<file path="src/rtl/b_er_frame_scheduler_pkg.sv">
// b_er_frame_scheduler_pkg: shared sizing constants and state encoding for Bob's frame scheduler
package b_er_frame_scheduler_pkg;
    localparam int FRAME_NUM_DEF   = 16;
    localparam int FRAME_WORDS_DEF = 1024;
    localparam int TIMEOUT_CYC_DEF = 2**22;
    localparam int HALF_WORDS      = 16384;
    localparam int HALF_SH         = $clog2(HALF_WORDS);
    localparam int ADDR_W          = HALF_SH + 1;
    typedef enum logic [2:0] {
        IDLE, LATCH, ISSUE, WAIT_DONE, RECORD, NEXT, FINISH
    } state_t;
endpackage

</file>
<file path="src/rtl/b_er_frame_scheduler_watchdog.sv">
// er_frame_watchdog: loadable up-counter that saturates and flags expiry at TIMEOUT_CYC-1
module er_frame_watchdog #(
    parameter int TIMEOUT_CYC = 2**22,
    localparam int W = $clog2(TIMEOUT_CYC)
) (
    input  logic         clk,
    input  logic         rst_n,
    input  logic         clr,
    input  logic         en,
    input  logic         load,
    input  logic [W-1:0] load_val,
    output logic         expired
);
    logic [W-1:0] count;
    assign expired = count == W'(TIMEOUT_CYC - 1);
    always_ff @(posedge clk or negedge rst_n)
        if (!rst_n)
            count <= '0;
        else if (clr)
            count <= '0;
        else if (load)
            count <= load_val;
        else if (en && !expired)
            count <= count + 1'b1;
endmodule

</file>
<file path="src/rtl/b_er_frame_scheduler.sv">
// b_er_frame_scheduler: walks every frame of one sifted-key half through the single-frame ER engine
module b_er_frame_scheduler
    import b_er_frame_scheduler_pkg::*;
#(
    parameter int FRAME_NUM   = FRAME_NUM_DEF,
    parameter int FRAME_WORDS = FRAME_WORDS_DEF,
    parameter int TIMEOUT_CYC = TIMEOUT_CYC_DEF,
    localparam int IW  = $clog2(FRAME_NUM),
    localparam int CW  = $clog2(FRAME_NUM + 1),
    localparam int WSH = $clog2(FRAME_WORDS)
) (
    input  logic              clk,
    input  logic              rst_n,
    input  logic              start_all_frame_er,
    input  logic              sifted_key_addr_index,
    input  logic              B_B2A_full,
    input  logic              single_frame_done,
    input  logic              single_frame_ev_fail,
    output logic              start_single_frame,
    output logic              abort_single_frame,
    output logic [ADDR_W-1:0] frame_base_addr,
    output logic [IW-1:0]     frame_idx,
    output logic [FRAME_NUM-1:0] frame_fail_bitmap,
    output logic [CW-1:0]     frame_fail_cnt,
    output logic              timeout_err,
    output logic              busy,
    output logic              finish_all_frame_er
);
    state_t state, next_state;
    logic idx_lat, fail_r, expired, last;
    logic start_d, abort_d, finish_d, busy_d, tmo_d, lat_d, fail_d;
    logic [ADDR_W-1:0] base_d;
    logic [IW-1:0] idx_d;
    logic [FRAME_NUM-1:0] bm_d;
    logic [CW-1:0] cnt_d;

    function automatic logic [ADDR_W-1:0] base_of(input logic half, input logic [IW-1:0] i);
        return {half, {HALF_SH{1'b0}}} + (ADDR_W'(i) << WSH);
    endfunction

    assign last = frame_idx == IW'(FRAME_NUM - 1);

    er_frame_watchdog #(.TIMEOUT_CYC(TIMEOUT_CYC)) u_wdog (
        .clk      (clk),
        .rst_n    (rst_n),
        .clr      (state == ISSUE && start_single_frame),
        .en       (state == WAIT_DONE),
        .load     (1'b0),
        .load_val ('0),
        .expired  (expired)
    );

    always_ff @(posedge clk or negedge rst_n)
        if (!rst_n)
            state <= IDLE;
        else
            state <= next_state;

    always_comb begin
        next_state = state;
        case (state)
            IDLE:      next_state = start_all_frame_er ? LATCH : IDLE;
            LATCH:     next_state = ISSUE;
            ISSUE:     next_state = start_single_frame ? WAIT_DONE : ISSUE;
            WAIT_DONE: next_state = (single_frame_done || expired) ? RECORD : WAIT_DONE;
            RECORD:    next_state = NEXT;
            NEXT:      next_state = last ? FINISH : ISSUE;
            default:   next_state = IDLE;
        endcase
    end

    // The issue decision is taken one cycle early so the start pulse coincides with ISSUE.
    always_comb begin
        start_d  = next_state == ISSUE && !B_B2A_full;
        abort_d  = state == WAIT_DONE && !single_frame_done && expired;
        finish_d = next_state == FINISH;
        busy_d   = next_state != IDLE;
        lat_d    = idx_lat;
        idx_d    = frame_idx;
        base_d   = frame_base_addr;
        bm_d     = frame_fail_bitmap;
        cnt_d    = frame_fail_cnt;
        tmo_d    = timeout_err;
        fail_d   = fail_r;
        case (state)
            IDLE: if (start_all_frame_er) begin
                lat_d = sifted_key_addr_index;
                idx_d = '0;
                bm_d  = '0;
                cnt_d = '0;
                tmo_d = 1'b0;
            end
            LATCH: base_d = base_of(idx_lat, frame_idx);
            WAIT_DONE: begin
                fail_d = single_frame_done ? single_frame_ev_fail : expired ? 1'b1 : fail_r;
                tmo_d  = timeout_err | abort_d;
            end
            RECORD: if (fail_r) begin
                bm_d[frame_idx] = 1'b1;
                cnt_d = frame_fail_cnt == CW'(FRAME_NUM) ? frame_fail_cnt : frame_fail_cnt + 1'b1;
            end
            NEXT: if (!last) begin
                idx_d  = frame_idx + 1'b1;
                base_d = base_of(idx_lat, frame_idx + 1'b1);
            end
            default: ;
        endcase
    end

    always_ff @(posedge clk or negedge rst_n)
        if (!rst_n) begin
            start_single_frame  <= 1'b0;
            abort_single_frame  <= 1'b0;
            finish_all_frame_er <= 1'b0;
            busy                <= 1'b0;
            idx_lat             <= 1'b0;
            fail_r              <= 1'b0;
            frame_idx           <= '0;
            frame_base_addr     <= '0;
            frame_fail_bitmap   <= '0;
            frame_fail_cnt      <= '0;
            timeout_err         <= 1'b0;
        end else begin
            start_single_frame  <= start_d;
            abort_single_frame  <= abort_d;
            finish_all_frame_er <= finish_d;
            busy                <= busy_d;
            idx_lat             <= lat_d;
            fail_r              <= fail_d;
            frame_idx           <= idx_d;
            frame_base_addr     <= base_d;
            frame_fail_bitmap   <= bm_d;
            frame_fail_cnt      <= cnt_d;
            timeout_err         <= tmo_d;
        end
endmodule

</file>
<file path="config.mk">
export PLATFORM = sky130hd
export DESIGN_NAME = b_er_frame_scheduler
export DESIGN_NICKNAME = d
export VERILOG_FILES = /design/src/rtl/b_er_frame_scheduler_pkg.sv /design/src/rtl/b_er_frame_scheduler_watchdog.sv /design/src/rtl/b_er_frame_scheduler.sv
export SDC_FILE = /design/constraint.sdc
export NUM_CORES = 1
export LEC_CHECK = 0
export ABC_AREA = 1
export CORE_ASPECT_RATIO = 0.8
export CORE_MARGIN = 2
export CORE_UTILIZATION = 55
export CTS_CLUSTER_SIZE = 10
export DETAILED_ROUTE_END_ITERATION = 6
export HOLD_SLACK_MARGIN = 0.06
export PLACE_DENSITY_LB_ADDON = 0.3
export SKIP_LAST_GASP = 1
export SLEW_MARGIN = 20
export SYNTH_ARGS = -nofsm -noshare
export SYNTH_HDL_FRONTEND = slang
export SYNTH_SLANG_ARGS = --single-unit
</file>
<file path="constraint.sdc">
create_clock -name clk -period 4.1 [get_ports clk]
set_clock_uncertainty 0.15 [all_clocks]
set_input_delay 0.615 -clock clk [delete_from_list [all_inputs] [get_ports clk]]
set_output_delay 0.615 -clock clk [all_outputs]
set_load 0.05 [all_outputs]
</file>
==> impl_metrics.py, run 1 <==
metrics = {
    "run_status": {
        "status": "finished, final reports clean",
    },
    "cts": {
        "clock_latency_ps": 340,
        "cts_tree": "built",
        "clockRootBuffer": "clkbuf_8",
        "cts_buffers": 9,
        "post_cts_resized": 0,
        "postCtsSetupRepairBufs": 0,
        "clk_pin_slew_ps": 70,
        "max-clock-path-buffers": 2,
        "cts.sinks": 62,
        "h-tree-depth": 3,
        "hold_buffers": 0,
    },
    "timing": {
        "timing.final.crit_share_pct": 60.1,
        "holdWs_ps": 245,
        "relSlewSlack_pct": 41.5,
        "rsz0062_at_grt": "no",
        "finalHoldViolations": 0,
        "fin_tns_setup_ps": 0,
        "min_period_ps": 2460,
        "worst_pin_slew_ps": 877,
        "setup_viol": 0,
        "timing.fmax_ghz": 0.406,
        "report.final.slew_viol_count": 0,
    },
    "pwr": {
        "ir_worst_vdd_v": 0.000288,
        "internal_power_w": 0.00127,
        "power.share.clock_pct": 26.7,
        "power_density_nw_per_um2": 543,
        "power_frac_comb_pct": 36.9,
        "p_sw_share_pct": 41.9,
        "p_seq_share_pct": 36.4,
        "p_leak_nw": 1.94,
        "p_switching_w": 0.000918,
    },
    "die": {
        "start_util_pct": 57.3,
        "coreArea_um2": 5940,
        "fp.dieW_um": 91.9,
        "die_y_um": 74.4,
        "ioPinCount": 52,
        "dieArea_um2": 6840,
        "std_cell_rows": 25,
    },
    "synthesis": {
        "syn_inst": 436,
        "ys_ff_latch": 62,
        "synth-seq-area-share_pct": 45.6,
        "synth.cell_area_um2": 3400,
        "yosysWarnings": 0,
        "synth_cell_types": 33,
        "synth_top_area_share_pct": 45.6,
        "syn_area_per_cell_um2": 7.81,
        "yosysTopAreaCell": "dfrtp_1",
        "ys_top_cells_by_area": "dfrtp_1 (46%), nand2_1 (15%), nor2_1 (7.5%)",
    },
    "critical_path": {
        "crit_path_max_fanout": 8,
        "worstSetupStartpointType": "flip-flop",
        "critPathSlowestCell": "clkdlybuf4s50_1",
        "cp.required_ps": 3340,
        "arrival_ps": 1700,
        "path_cells": "clkdlybuf4s50_1",
        "worstReg2RegEnd": "u_wdog.count[10]",
        "reg2reg_depth": 11,
        "r2r_slack_ps": 1920,
        "r2r-start": "u_wdog.count[0]",
        "cp-end-kind": "output port",
        "crit_path_max_incr_delay_ps": 870,
        "crit_type": "flip-flop to output port",
        "crit_cells": 1,
        "cp_top_family": "buffers and inverters",
        "cp_num_buf_inv": 1,
    },
    "route": {
        "drt_drc_violations_left": 0,
        "drtAntennaViolNets": 0,
        "first_iter_violations": 325,
        "dr.pass1.iters": 4,
        "viasPerCell": 5.27,
        "drt-wirelength-per-cell_um": 13.4,
        "route.vias.total": 2982,
        "wirelength_um": 7600,
    },
    "place": {
        "dp_hpwl_um": 5430,
        "dp.cells": 550,
        "portBuffers": 41,
        "place_congestion": 0.889,
    },
    "flow_run": {
        "maxCapViolCount": 0,
    },
    "global_routing": {
        "grt_pass1_wl_um": 13000,
        "grt_max_degree": 41,
        "grt_antenna_before_repair": 0,
        "grt_pass1_vias": 2799,
        "globalRoute.totalOverflow": 0,
        "track_usage_pct": 24.4,
    },
    "final_layout": {
        "drive_gt1_share_pct": 7.63,
        "layout.cells.non_filler": 566,
        "syn_to_final_growth_pct": 18.5,
        "antennaDiodeCount": 0,
        "fin_util_pct": 67.9,
        "n_fill_cell": 478,
        "layout.nets": 495,
    },
    "min_path": {
        "hp-class": "input pin to async pin",
    },
}
## cell usage in the layout (no fill, tap or decap), types with 2 or more instances in the layout
cell	synthesis	routed
a21oi_1	9	9
a31oi_1	15	15
bufinv_16	0	2
clkbuf_8	0	9
clkdlybuf4s50_1	0	40
clkinv_2	0	2
conb_1	1	10
dfrtp_1	62	62
ha_1	8	8
inv_1	30	30
inv_2	6	6
nand2_1	134	134
nand2_2	2	2
nand2_4	3	3
nand3_1	28	28
nand3b_1	2	2
nand4_1	7	7
nor2_1	68	68
nor2_2	2	2
nor2_4	4	4
nor3_1	3	3
o21ai_0	7	7
o31ai_1	3	3
xnor2_1	2	2
xor2_1	15	15
## synthesized netlist by cell type
library cell and n:
xnor2_1 2, nand2_4 3, nor2_8 1, buf_4 10
dfrtp_1 62, o211ai_1 1, clkinv_1 1, conb_1 1
o31ai_1 3, a21oi_1 9, nand3b_1 2, a31oi_1 15
nand2_2 2, inv_1 30, buf_2 3, o21ai_2 1
nor2_2 2, nor2_4 4, xor2_1 15, nor3_1 3
o21bai_1 1, nor4_1 1, ha_1 8, clkbuf_1 1
nor2_1 68, or2_2 1, buf_6 3, buf_1 1
inv_2 6, nand4_1 7, nand3_1 28, nand2_1 134
o21ai_0 7
## layout make-up
| cell class | instances | area [um2] | area share, % |
|---|---|---|---|
| well taps | 81 | 101 | 2.51 |
| inverters | 37 | 139 | 3.44 |
| flip-flops and latches | 62 | 1550 | 38.5 |
| repair buffers | 42 | 413 | 10.2 |
| clock inverters | 6 | 86.3 | 2.14 |
| multi-input cells | 328 | 1620 | 40.0 |
| clock buffers | 10 | 128 | 3.16 |
## sequential cells by signal, summed over array words and instances, names as in the netlist
register             cells
abort_single_frame       1
busy                     1
fail_r                   1
finish_all_frame_er      1
frame_base_addr          5
frame_fail_bitmap       16
frame_fail_cnt           5
frame_idx                4
idx_lat                  1
start_single_frame       1
state                    3
timeout_err              1
u_wdog.count            22
## worst max path at each step
stage                        from          endpoint  slack (ps)
2_1_floorplan     u_wdog.count[0]  u_wdog.count[15]        2300
3_3_place_gp   start_all_frame_er           idx_lat        1980
3_5_place_dp   start_all_frame_er           idx_lat        1910
4_1_cts              frame_idx[2]      frame_idx[2]        1630
5_1_grt              frame_idx[2]      frame_idx[2]        1590
6_report             frame_idx[2]      frame_idx[2]        1640
## per-layer routing
layer | track usage [%] | wire length (um) | part of all wire, %
met1 | 34.8 | 3590 | 47
met2 | 36.9 | 3430 | 45
met3 | 6.18 | 487 | 6.4
met4 | 8.46 | 95 | 1.2
met5 | 0 | 0 | 0
## power by group through the flow
stage / Sequential [W] / Clock (W) / Combinational (W)
2_1_floorplan: 0.000984 / 0 / 0.000424
3_3_place_gp: 0.000802 / 0 / 0.000787
3_5_place_dp: 0.000804 / 0 / 0.000801
4_1_cts: 0.000795 / 0.000594 / 0.000807
5_1_grt: 0.000809 / 0.000618 / 0.000893
6_report: 0.000796 / 0.000585 / 0.000809
## through the flow
| stage | total power [W] | instance area [um2] | worst slack [ps] |
|---|---|---|---|
| 2_1_floorplan | 0.00141 | 3440 | 2300 |
| 5_1_grt | 0.00232 | 4030 | 1590 |
| 6_report | 0.00219 | 4030 | 1640 |
| 3_5_place_dp | 0.00161 | 3820 | 1910 |
| 4_1_cts | 0.00220 | 4030 | 1630 |
| 3_3_place_gp | 0.00159 | 3820 | 1980 |
## cells by family (layout without fill, tap and decap cells)
kind of cell               Yosys count  after routing  synth area share, %
other                                1             10                0.110
adders and majority gates            8              8                 2.94
DFF                                 62             62                 45.6
AOI/OAI and AO/OA                   37             37                 6.47
buffers and inverters               55             95                 7.94
and+or+nand+nor                    256            256                 32.6
xor gates and xnor gates            17             17                 4.38
Note: power is estimated with default switching activity, not from simulation.
==> run 2, diff against run 1 <==
Settings changed: CORE_UTILIZATION 55 to 49.
Clock period 4.1 ns to 2 ns, I/O delays scaled along.
==> run 2 against run 1 <==
  * Sequential cell count unchanged
  * Non-clock buffer count up 15
  * Clock power up 88%
  * Design area up 3.2%
  * Critical endpoint is now start_single_frame
==> impl_metrics.py, run 2 (same netlist as run 1, synthesis figures left out) <==
metrics = {
    "die": {
        "die_y_um": 78.5,
        "dieArea_um2": 7630,
        "start_util_pct": 50.1,
        "coreArea_um2": 6790,
        "ioPinCount": 52,
        "fp.dieW_um": 97.2,
        "std_cell_rows": 27,
    },
    "critical_path": {
        "crit_type": "flip-flop to output port",
        "cp_num_buf_inv": 1,
        "path_cells": "clkdlybuf4s50_1",
        "r2r_slack_ps": 170,
        "crit_path_max_fanout": 2,
        "crit_path_max_incr_delay_ps": 800,
        "arrival_ps": 1510,
        "cp-end-kind": "output port",
        "cp_top_family": "buffers and inverters",
        "worstSetupStartpointType": "flip-flop",
        "cp.required_ps": 1550,
        "critPathSlowestCell": "clkdlybuf4s50_1",
    },
    "global_routing": {
        "globalRoute.totalOverflow": 0,
        "grt_pass1_wl_um": 13100,
        "grt_pass1_vias": 2752,
        "track_usage_pct": 21.6,
        "grt_antenna_before_repair": 0,
        "grt_max_degree": 25,
    },
    "route": {
        "wirelength_um": 7810,
        "first_iter_violations": 183,
        "viasPerCell": 5.17,
        "drtAntennaViolNets": 0,
        "drt_drc_violations_left": 0,
        "drt-wirelength-per-cell_um": 13.3,
        "route.vias.total": 3036,
        "dr.pass1.iters": 5,
    },
    "timing": {
        "timing.fmax_ghz": 0.510,
        "fin_tns_setup_ps": 0,
        "setup_viol": 0,
        "min_period_ps": 1960,
        "timing.final.crit_share_pct": 98.0,
        "worst_slack_ps": 39.6,
        "relSlewSlack_pct": 63.9,
        "report.final.slew_viol_count": 0,
        "worst_pin_slew_ps": 541,
        "finalHoldViolations": 0,
    },
    "cts": {
        "clock_latency_ps": 340,
        "clk_pin_slew_ps": 80,
        "cts_tree": "built",
        "max-clock-path-buffers": 2,
        "clockRootBuffer": "clkbuf_8",
        "h-tree-depth": 3,
        "cts_buffers": 9,
        "cts.sinks": 62,
    },
    "final_layout": {
        "most-common-layout-cells": "nand2_1 (134), nor2_1 (68), dfrtp_1 (62)",
        "layout.nets": 510,
        "final_common_cell": "nand2_1",
        "drive_gt1_share_pct": 12.4,
        "reg.largest.list": "u_wdog.count (22), frame_fail_bitmap (16)",
        "syn_to_final_growth_pct": 22.3,
        "max_flop_register": "u_wdog.count",
        "fin_util_pct": 61.3,
        "fin_area_um2": 4160,
        "layout.cells.non_filler": 587,
        "largest_reg_flops": 22,
        "antennaDiodeCount": 0,
    },
    "flow_run": {
        "maxCapViolCount": 0,
    },
    "min_path": {
        "hp-class": "input pin to async pin",
    },
    "place": {
        "place_congestion": 0.865,
        "portBuffers": 41,
        "dp_hpwl_um": 5730,
        "pre_cts_ws_ps": 177,
        "post_dp_cell_area_um2": 3920,
        "dp.cells": 570,
    },
    "run_status": {
        "status": "finished, final reports clean",
    },
    "pwr": {
        "p_leak_nw": 2.25,
        "ir_worst_vdd_v": 0.000636,
        "power_density_nw_per_um2": 1070,
    },
}
==> run 2: cell count changes in the layout (fill, tap and decap cells not counted), sizes merged <==
| cell | delta |
|---|---|
| buf | +24 |
| clkdlybuf4s50 | -24 |
| dlymetal6s2s | +14 |
| clkinvlp | +3 |
| clkinv | -2 |
| bufinv | -1 |
| clkbuf | -1 |
| dlygate4sd3 | +1 |
| inv | +1 |
==> run 2: final timing paths <==
path,from,endpoint,depth (start not counted)
hold reg to reg,timeout_err,timeout_err,2
min in group clk,timeout_err,timeout_err,2
hold / removal,rst_n,frame_idx[0],2
max in group asynchronous,rst_n,frame_base_addr[11],3
setup reg to reg,u_wdog.count[1],u_wdog.count[21],11
setup / recovery,start_single_frame,start_single_frame,1
==> run 2: final cells by class <==
class	count	area [um2]
well taps	87	109
multi-input cells	328	1620
inverters	37	139
flip-flops and latches	62	1550
fillers	585	2630
repair buffers	57	551
clock buffers	9	124
clock inverters	7	73.8
==> run 2: metrics by stage <==
step	hold slack, ps	total power, W
3_5_place_dp	157	0.00338
2_1_floorplan	-146	0.00289
4_1_cts	314	0.00450
3_3_place_gp	147	0.00335
6_report	308	0.00446
5_1_grt	351	0.00474
==> run 2: timing repair <==
action | CTS | global route
setup endpoints to repair | 0 | 14
buffers inserted | 0 | 0
resized for setup | 0 | 14
hold endpoints to repair | 18 | 0
hold buffers | 1 | 0
==> run 2: metal layers <==
layer | vias up | part of all wire, % | track usage, % | routed length [um]
met3 | 4 | 6.2 | 7.12 | 488
li1 | 1487 | - | - | -
met4 | 0 | 0.52 | 4.08 | 41
met5 | - | 0 | 0 | 0
met2 | 106 | 44 | 32.4 | 3420
met1 | 1439 | 49 | 30.9 | 3860
==> run 2: report_power, final <==
part | leakage (nW) | internal [W] | total [W] | switching [W]
combinational | 1.33 | 0.000495 | 0.00173 | 0.00124
clock | 0.0879 | 0.000576 | 0.00110 | 0.000526
sequential | 0.836 | 0.00145 | 0.00162 | 0.000171
total | 2.25 | 0.00253 | 0.00446 | 0.00193
